File: config.mk
export PLATFORM = sky130hd
export DESIGN_NAME = dac_frame_sequencer_flat
export DESIGN_NICKNAME = d
export VERILOG_FILES = /design/src/rtl/dac_seq_pkg.sv /design/src/rtl/dac_frame_sequencer_if.sv /design/src/rtl/dac_seq_timer.sv /design/src/rtl/dac_frame_sequencer.sv /design/src/flat_wrapper.sv
export SDC_FILE = /design/constraint.sdc
export NUM_CORES = 1
export LEC_CHECK = 0
export CAP_MARGIN = 20
export CORE_MARGIN = 2
export CORE_UTILIZATION = 49
export CTS_CLUSTER_SIZE = 20
export DETAILED_ROUTE_END_ITERATION = 8
export PLACE_DENSITY_LB_ADDON = 0.3
export SETUP_SLACK_MARGIN = 0.1
export SYNTH_ARGS = -nofsm -noshare
export SYNTH_HDL_FRONTEND = slang
export SYNTH_SLANG_ARGS = --single-unit
File: constraint.sdc
create_clock -name clk -period 4.8 [get_ports clk]
set_input_delay 0.96 -clock clk [delete_from_list [all_inputs] [get_ports clk]]
set_output_delay 0.96 -clock clk [all_outputs]
set_load 0.02 [all_outputs]
File: src/rtl/dac_seq_pkg.sv
// dac_seq_pkg: shared types and constants for the DAC frame sequencer.
// The LDAC state is present only when DAC_SEQ_LDAC_EN is defined.
package dac_seq_pkg;
  localparam int WORD_W  = 24;
  localparam int DELTA_W = 8;
  localparam int TIMER_W = 16;
  localparam logic [3:0] ADDR_SOFT_RESET = 4'd0;
  localparam logic [3:0] ADDR_LDAC_SETUP = 4'd1;
  localparam logic [3:0] ADDR_CH_A       = 4'd2;
  localparam logic [3:0] ADDR_CH_D       = 4'd5;
  typedef enum logic [2:0] {
    ST_POWERUP,
    ST_ADDR,
    ST_FETCH,
    ST_SEND,
    ST_WAIT,
    ST_IDLE
`ifdef DAC_SEQ_LDAC_EN
    , ST_LDAC
`endif
  } state_e;
endpackage

File: src/rtl/dac_frame_sequencer_if.sv
// dac_frame_sequencer_if: command-ROM and SPI-engine handshake bundle.
interface dac_frame_sequencer_if;
  logic [3:0]                       rom_addr;
  logic [dac_seq_pkg::DELTA_W-1:0]  rom_delta_a, rom_delta_b, rom_delta_c, rom_delta_d;
  logic [dac_seq_pkg::WORD_W-1:0]   rom_data;
  logic                             spi_start;
  logic [dac_seq_pkg::WORD_W-1:0]   spi_data;
  logic                             spi_done;
  modport master (
    output rom_addr, rom_delta_a, rom_delta_b, rom_delta_c, rom_delta_d, spi_start, spi_data,
    input  rom_data, spi_done
  );
  modport slave (
    input  rom_addr, rom_delta_a, rom_delta_b, rom_delta_c, rom_delta_d, spi_start, spi_data,
    output rom_data, spi_done
  );
endinterface

File: src/rtl/dac_seq_timer.sv
// dac_seq_timer: loadable down-counter that parks at zero and flags done there.
module dac_seq_timer #(
  parameter int           W       = 16,
  parameter logic [W-1:0] RST_VAL = '0
) (
  input  logic         clk,
  input  logic         rst_n,
  input  logic         load_i,
  input  logic [W-1:0] load_val_i,
  output logic         done_o
);
  logic [W-1:0] cnt_q;
  assign done_o = cnt_q == '0;
  always_ff @(posedge clk or negedge rst_n)
    if (!rst_n)      cnt_q <= RST_VAL;
    else if (load_i) cnt_q <= load_val_i;
    else if (!done_o) cnt_q <= cnt_q - 1'b1;
endmodule

File: src/rtl/dac_frame_sequencer.sv
// dac_frame_sequencer: issues the two init words after power-up, then one A..D frame per request.
// Define DAC_SEQ_LDAC_EN to add a timed ldac_n pulse after each frame.
module dac_frame_sequencer
  import dac_seq_pkg::*;
#(
  parameter int POWERUP_CYCLES = 1000,
  parameter int LDAC_PULSE     = 4
) (
  input  logic                     clk,
  input  logic                     rst_n,
  dac_frame_sequencer_if.master    bus,
  input  logic                     update_req,
  input  logic [DELTA_W-1:0]       delta_a,
  input  logic [DELTA_W-1:0]       delta_b,
  input  logic [DELTA_W-1:0]       delta_c,
  input  logic [DELTA_W-1:0]       delta_d,
  output logic                     ldac_n,
  output logic                     ready,
  output logic                     frame_done,
  output logic [7:0]               overrun_cnt
);
  state_e             state_q;
  logic [3:0]         rom_addr_q;
  logic [DELTA_W-1:0] da_q, db_q, dc_q, dd_q;
  logic [WORD_W-1:0]  spi_data_q;
  logic               spi_start_q, init_q, pending_q, ready_q, frame_done_q;
  logic [7:0]         overrun_q;
  logic               tmr_load, tmr_done, req_any;
  assign req_any = update_req | pending_q;
  dac_seq_timer #(.W(TIMER_W), .RST_VAL(TIMER_W'(POWERUP_CYCLES - 1))) u_timer (
    .clk, .rst_n, .load_i(tmr_load), .load_val_i(TIMER_W'(LDAC_PULSE)), .done_o(tmr_done)
  );
`ifdef DAC_SEQ_LDAC_EN
  logic ldac_n_q;
  assign ldac_n   = ldac_n_q;
  assign tmr_load = state_q == ST_WAIT && bus.spi_done && rom_addr_q == ADDR_CH_D;
`else
  assign ldac_n   = 1'b1;
  assign tmr_load = 1'b0;
`endif
  always_ff @(posedge clk or negedge rst_n)
    if (!rst_n) begin
      state_q      <= ST_POWERUP;
      rom_addr_q   <= '0;
      {da_q, db_q, dc_q, dd_q} <= '0;
      spi_data_q   <= '0;
      spi_start_q  <= 1'b0;
      init_q       <= 1'b0;
      pending_q    <= 1'b0;
      ready_q      <= 1'b0;
      frame_done_q <= 1'b0;
      overrun_q    <= '0;
`ifdef DAC_SEQ_LDAC_EN
      ldac_n_q     <= 1'b1;
`endif
    end else begin
      spi_start_q  <= 1'b0;
      frame_done_q <= 1'b0;
      ready_q      <= 1'b0;
      if (update_req && state_q != ST_IDLE) pending_q <= 1'b1;
      // Pending is one deep; every further request is coalesced and counted.
      if (update_req && pending_q && overrun_q != 8'hFF) overrun_q <= overrun_q + 8'd1;
      case (state_q)
        ST_POWERUP: if (tmr_done) begin
          rom_addr_q <= ADDR_SOFT_RESET;
          init_q     <= 1'b1;
          state_q    <= ST_FETCH;
        end
        ST_ADDR: begin
          rom_addr_q <= rom_addr_q + 4'd1;
          state_q    <= ST_FETCH;
        end
        ST_FETCH: state_q <= ST_SEND;
        ST_SEND: begin
          spi_data_q  <= bus.rom_data;
          spi_start_q <= 1'b1;
          state_q     <= ST_WAIT;
        end
        ST_WAIT: if (bus.spi_done) begin
          if (init_q && rom_addr_q == ADDR_LDAC_SETUP) begin
            init_q  <= 1'b0;
            ready_q <= !req_any;
            state_q <= ST_IDLE;
          end else if (rom_addr_q == ADDR_CH_D) begin
            frame_done_q <= 1'b1;
`ifdef DAC_SEQ_LDAC_EN
            state_q      <= ST_LDAC;
`else
            ready_q      <= !req_any;
            state_q      <= ST_IDLE;
`endif
          end else state_q <= ST_ADDR;
        end
        ST_IDLE: if (req_any) begin
          // Deltas are captured here so all four words of the frame agree.
          {da_q, db_q, dc_q, dd_q} <= {delta_a, delta_b, delta_c, delta_d};
          rom_addr_q <= ADDR_CH_A;
          pending_q  <= 1'b0;
          state_q    <= ST_FETCH;
        end else ready_q <= 1'b1;
`ifdef DAC_SEQ_LDAC_EN
        ST_LDAC: if (tmr_done) begin
          ldac_n_q <= 1'b1;
          ready_q  <= !req_any;
          state_q  <= ST_IDLE;
        end else ldac_n_q <= 1'b0;
`endif
        default: state_q <= ST_POWERUP;
      endcase
    end
  assign bus.rom_addr    = rom_addr_q;
  assign bus.rom_delta_a = da_q;
  assign bus.rom_delta_b = db_q;
  assign bus.rom_delta_c = dc_q;
  assign bus.rom_delta_d = dd_q;
  assign bus.spi_start   = spi_start_q;
  assign bus.spi_data    = spi_data_q;
  assign ready           = ready_q;
  assign frame_done      = frame_done_q;
  assign overrun_cnt     = overrun_q;
endmodule

File: src/flat_wrapper.sv
// flat-port wrapper written by rule: the top's interface ports become plain ports
module dac_frame_sequencer_flat import dac_seq_pkg::*;
#(
  parameter int POWERUP_CYCLES = 1000,
  parameter int LDAC_PULSE     = 4
)
  (clk, rst_n, update_req, delta_a, delta_b, delta_c, delta_d, ldac_n, ready, frame_done, overrun_cnt, bus_rom_addr, bus_rom_delta_a, bus_rom_delta_b, bus_rom_delta_c, bus_rom_delta_d, bus_spi_start, bus_spi_data, bus_rom_data, bus_spi_done);
  dac_frame_sequencer_if bus_i ();
  input  logic clk;
  input  logic rst_n;
  input  logic update_req;
  input  logic [DELTA_W-1:0] delta_a;
  input  logic [DELTA_W-1:0] delta_b;
  input  logic [DELTA_W-1:0] delta_c;
  input  logic [DELTA_W-1:0] delta_d;
  output logic ldac_n;
  output logic ready;
  output logic frame_done;
  output logic [7:0] overrun_cnt;
  output wire logic [$bits(bus_i.rom_addr)-1:0] bus_rom_addr;
  output wire logic [$bits(bus_i.rom_delta_a)-1:0] bus_rom_delta_a;
  output wire logic [$bits(bus_i.rom_delta_b)-1:0] bus_rom_delta_b;
  output wire logic [$bits(bus_i.rom_delta_c)-1:0] bus_rom_delta_c;
  output wire logic [$bits(bus_i.rom_delta_d)-1:0] bus_rom_delta_d;
  output wire logic [$bits(bus_i.spi_start)-1:0] bus_spi_start;
  output wire logic [$bits(bus_i.spi_data)-1:0] bus_spi_data;
  input wire logic [$bits(bus_i.rom_data)-1:0] bus_rom_data;
  input wire logic [$bits(bus_i.spi_done)-1:0] bus_spi_done;
  assign bus_rom_addr = bus_i.rom_addr;
  assign bus_rom_delta_a = bus_i.rom_delta_a;
  assign bus_rom_delta_b = bus_i.rom_delta_b;
  assign bus_rom_delta_c = bus_i.rom_delta_c;
  assign bus_rom_delta_d = bus_i.rom_delta_d;
  assign bus_spi_start = bus_i.spi_start;
  assign bus_spi_data = bus_i.spi_data;
  assign bus_i.rom_data = bus_rom_data;
  assign bus_i.spi_done = bus_spi_done;
  dac_frame_sequencer #(.POWERUP_CYCLES(POWERUP_CYCLES), .LDAC_PULSE(LDAC_PULSE)) u_core (.clk(clk), .rst_n(rst_n), .bus(bus_i), .update_req(update_req), .delta_a(delta_a), .delta_b(delta_b), .delta_c(delta_c), .delta_d(delta_d), .ldac_n(ldac_n), .ready(ready), .frame_done(frame_done), .overrun_cnt(overrun_cnt));
endmodule
==> results_dict.tcl <==
set metrics [dict create \
    path_delay_family "buffers and inverters" \
    ir_worst_vdd_uv 329 \
    port_buffers 130 \
    finalCritPeriodShare_pct 50.1 \
    area_delta_synth_final_pct 42.0 \
    p_leak_uw 0.00236 \
    io_pins 132 \
    die_area_sq_um 8660 \
    numCtsBuffers 9 \
    end_kind "output pin" \
    slowest_stage "clkdlybuf4s50_1" \
    clk-insertion-delay-late_ns 0.35 \
    overflow 0 \
    critPathMaxFanout 7 \
    ant_nets 0 \
    setup_tns_ns 0 \
    start_util_pct 50.5 \
    fin_skew_ns 0.0108 \
    post_cts_buffers 0 \
    worst_hold_slack_ns 0.491 \
    ys_warn_count 0 \
    htree_levels 3 \
    grt_pass1_vias 2823 \
    cpPeakStageDelay_ns 0.64 \
    maxCapViolCount 0 \
    vias_per_cell 5.18 \
    final_util_pct 71.7 \
    path_cells "clkdlybuf4s50_1" \
    ys_seq_area_share_pct 59.5 \
    first_pass_iters 4 \
    clock_path_buffers 2 \
    hold_viol_final 0 \
    synth_area_leaders "dfrtp_1 (54%), mux2_2 (9.9%), mux2_1 (6.7%)" \
    async_flop_share_pct 100 \
    diodes 0 \
    grt_pass1_wl_mm 13.4 \
    drt_wl_total_mm 8.15 \
    drt_iter0_drc 59 \
    cp_data_arrival_time_ns 1.44 \
    grt_max_degree 65 \
    ys_seq_elements 92 \
    synth.most_common_cell "dfrtp_1" \
    cts_root_buf "clkbuf_8" \
    cts_sinks 92 \
    power.density_nw_per_um2 605 \
    rsz0062_at_grt "no" \
    die_w_microns 93.0 \
    nFillCells 555 \
    ys_top_cells_by_count "dfrtp_1 (84), mux2_2 (34), mux2_1 (23)" \
    slew_violations 0 \
    wire_per_inst_microns 15.5 \
    crit_required_ns 3.84 \
    synth_top_area_share_pct 54.1 \
    worst-path-buf-inv 1 \
    grt.total_usage_pct 19.9 \
    die_h_microns 93.0 \
    drive_gt1_share_pct 17.2 \
    critical_path_class "reg2out" \
    drc 0 \
    synth_nets 348 \
    netlist_instances 284 \
    status "finished, final reports clean" \
    ys_dominant_reg_cell "dfrtp_1" \
    clock.fmax_ghz 0.416 \
    tritoncts "built" \
    synth_area_sq_um 3880 \
    vias 2726 \
    syn_area_per_cell_sq_um 13.7 \
    core_sq_um 7690 \
    hold_path_class "reg2reg" \
    worstMarginPinSlew_ns 0.808 \
    clk_pin_slew_worst_paths_ns 0.09 \
    row_count 32 \
    synth_top_area_cell "dfrtp_1" \
    fin_crit_ns 2.40 \
    slew_headroom_pct 46.1 \
    gp_congestion 0.787 \
    final_nets 484 \
    synth-edff-count 0 \
    antenna_found_initial 0 \
    synth.distinct_cells 46 \
    cts_resized 0 \
    critPathLaunchType "register" \
    hpwl_mm 5.94 \
    setup_viol 0 \
    cts_hold_buffers 0 \
]
-- placed cells by master (no fill, tap or decap), drive strengths merged, types with 3 or more instances in the layout --
cell type / n
nand3: 10
nand4: 3
dfstp: 8
nand2b: 3
clkdlybuf4s50: 129
nand4b: 3
ha: 4
nor4: 4
inv: 9
o21ai: 7
buf: 4
xor2: 7
mux2i: 3
dfrtp: 84
nor2: 15
mux2: 57
nor3: 12
a21oi: 7
xnor2: 11
clkbuf: 10
nand2: 8
nor3b: 3
-- registers in the layout (all words and copies together), names as in the netlist --
name	count
u_core.u_timer.cnt_q	16
u_core.overrun_cnt	8
u_core.init_q	1
u_core.bus.spi_start	1
u_core.bus.rom_addr	4
u_core.bus.rom_delta_d	8
u_core.frame_done	1
u_core.pending_q	1
u_core.ready	1
u_core.bus.rom_delta_b	8
u_core.bus.rom_delta_c	8
u_core.bus.rom_delta_a	8
u_core.state_q	3
u_core.bus.spi_data	24
-- per-stage QoR --
stage / setup slack, ns / power (uW) / instances / cell area [sq um]
3_3_place_gp: 2.18 / 2740 / 511 / 5290
6_report: 2.40 / 3340 / 526 / 5520
2_1_floorplan: 2.86 / 2050 / 284 / 3880
3_5_place_dp: 2.15 / 2790 / 511 / 5290
4_1_cts: 2.36 / 3380 / 526 / 5520
5_1_grt: 2.32 / 3520 / 526 / 5520
-- routing by layer --
layer,GRT usage [%],part of all wire (%)
met1,23.8,41
met2,33.3,51
met3,4.92,5.9
met4,10.3,2.5
met5,0,0
-- cell type report --
| class | instances | area, sq um | share of cell area (%) |
|---|---|---|---|
| repair buffers | 133 | 1320 | 24.0 |
| multi-input cells | 176 | 1500 | 27.2 |
| well taps | 102 | 128 | 2.31 |
| flip-flops and latches | 92 | 2310 | 41.9 |
| clock buffers | 10 | 138 | 2.50 |
| inverters | 8 | 30.0 | 0.544 |
| clock inverters | 5 | 85.1 | 1.54 |
-- power breakdown --
part | switching, uW | internal (uW) | total, uW | leakage [uW]
Clock | 263 | 307 | 570 | 0.000109
Combinational | 703 | 791 | 1490 | 0.00113
Sequential | 202 | 1070 | 1270 | 0.00112
-- final timing paths --
path | startpoint | end | slack [ns] | depth (start not counted)
max in group asynchronous | rst_n | u_core.bus.rom_addr[0] | 3.25 | 2
worst min-delay path | u_core.bus.rom_delta_a[6] | u_core.bus.rom_delta_a[6] | 0.49 | 1
min in group asynchronous | rst_n | u_core.u_timer.cnt_q[3] | 0.69 | 1
worst max register to register | u_core.state_q[0] | u_core.bus.rom_delta_d[5] | 2.93 | 4
worst max-delay path | u_core.bus.rom_addr[2] | bus_rom_addr[2] | 2.40 | 1
worst min register to register | u_core.bus.rom_delta_a[6] | u_core.bus.rom_delta_a[6] | 0.49 | 1
-- logic make-up (layout without fill, tap and decap cells) --
kind of cell / count (synthesis) / after routing / share of synthesized area [%]
compound gates: 26 / 26 / 4.48
xor+xnor: 18 / 18 / 4.06
fa+ha+maj: 4 / 4 / 1.29
buf+inv: 16 / 156 / 2.00
flops: 92 / 92 / 59.5
mux: 60 / 60 / 17.3
other cells: 1 / 1 / 0.0965
simple gates: 67 / 67 / 11.3
-- worst reg2reg max path, delay by kind of cell, from the launching register on --
kind	cells	cell delay [ns]
multiplexers	1	0.40
AND/OR/NAND/NOR	1	0.20
buffers and inverters	2	0.60
flip-flops	1	0.57
Power figures use the tool's default switching activity.
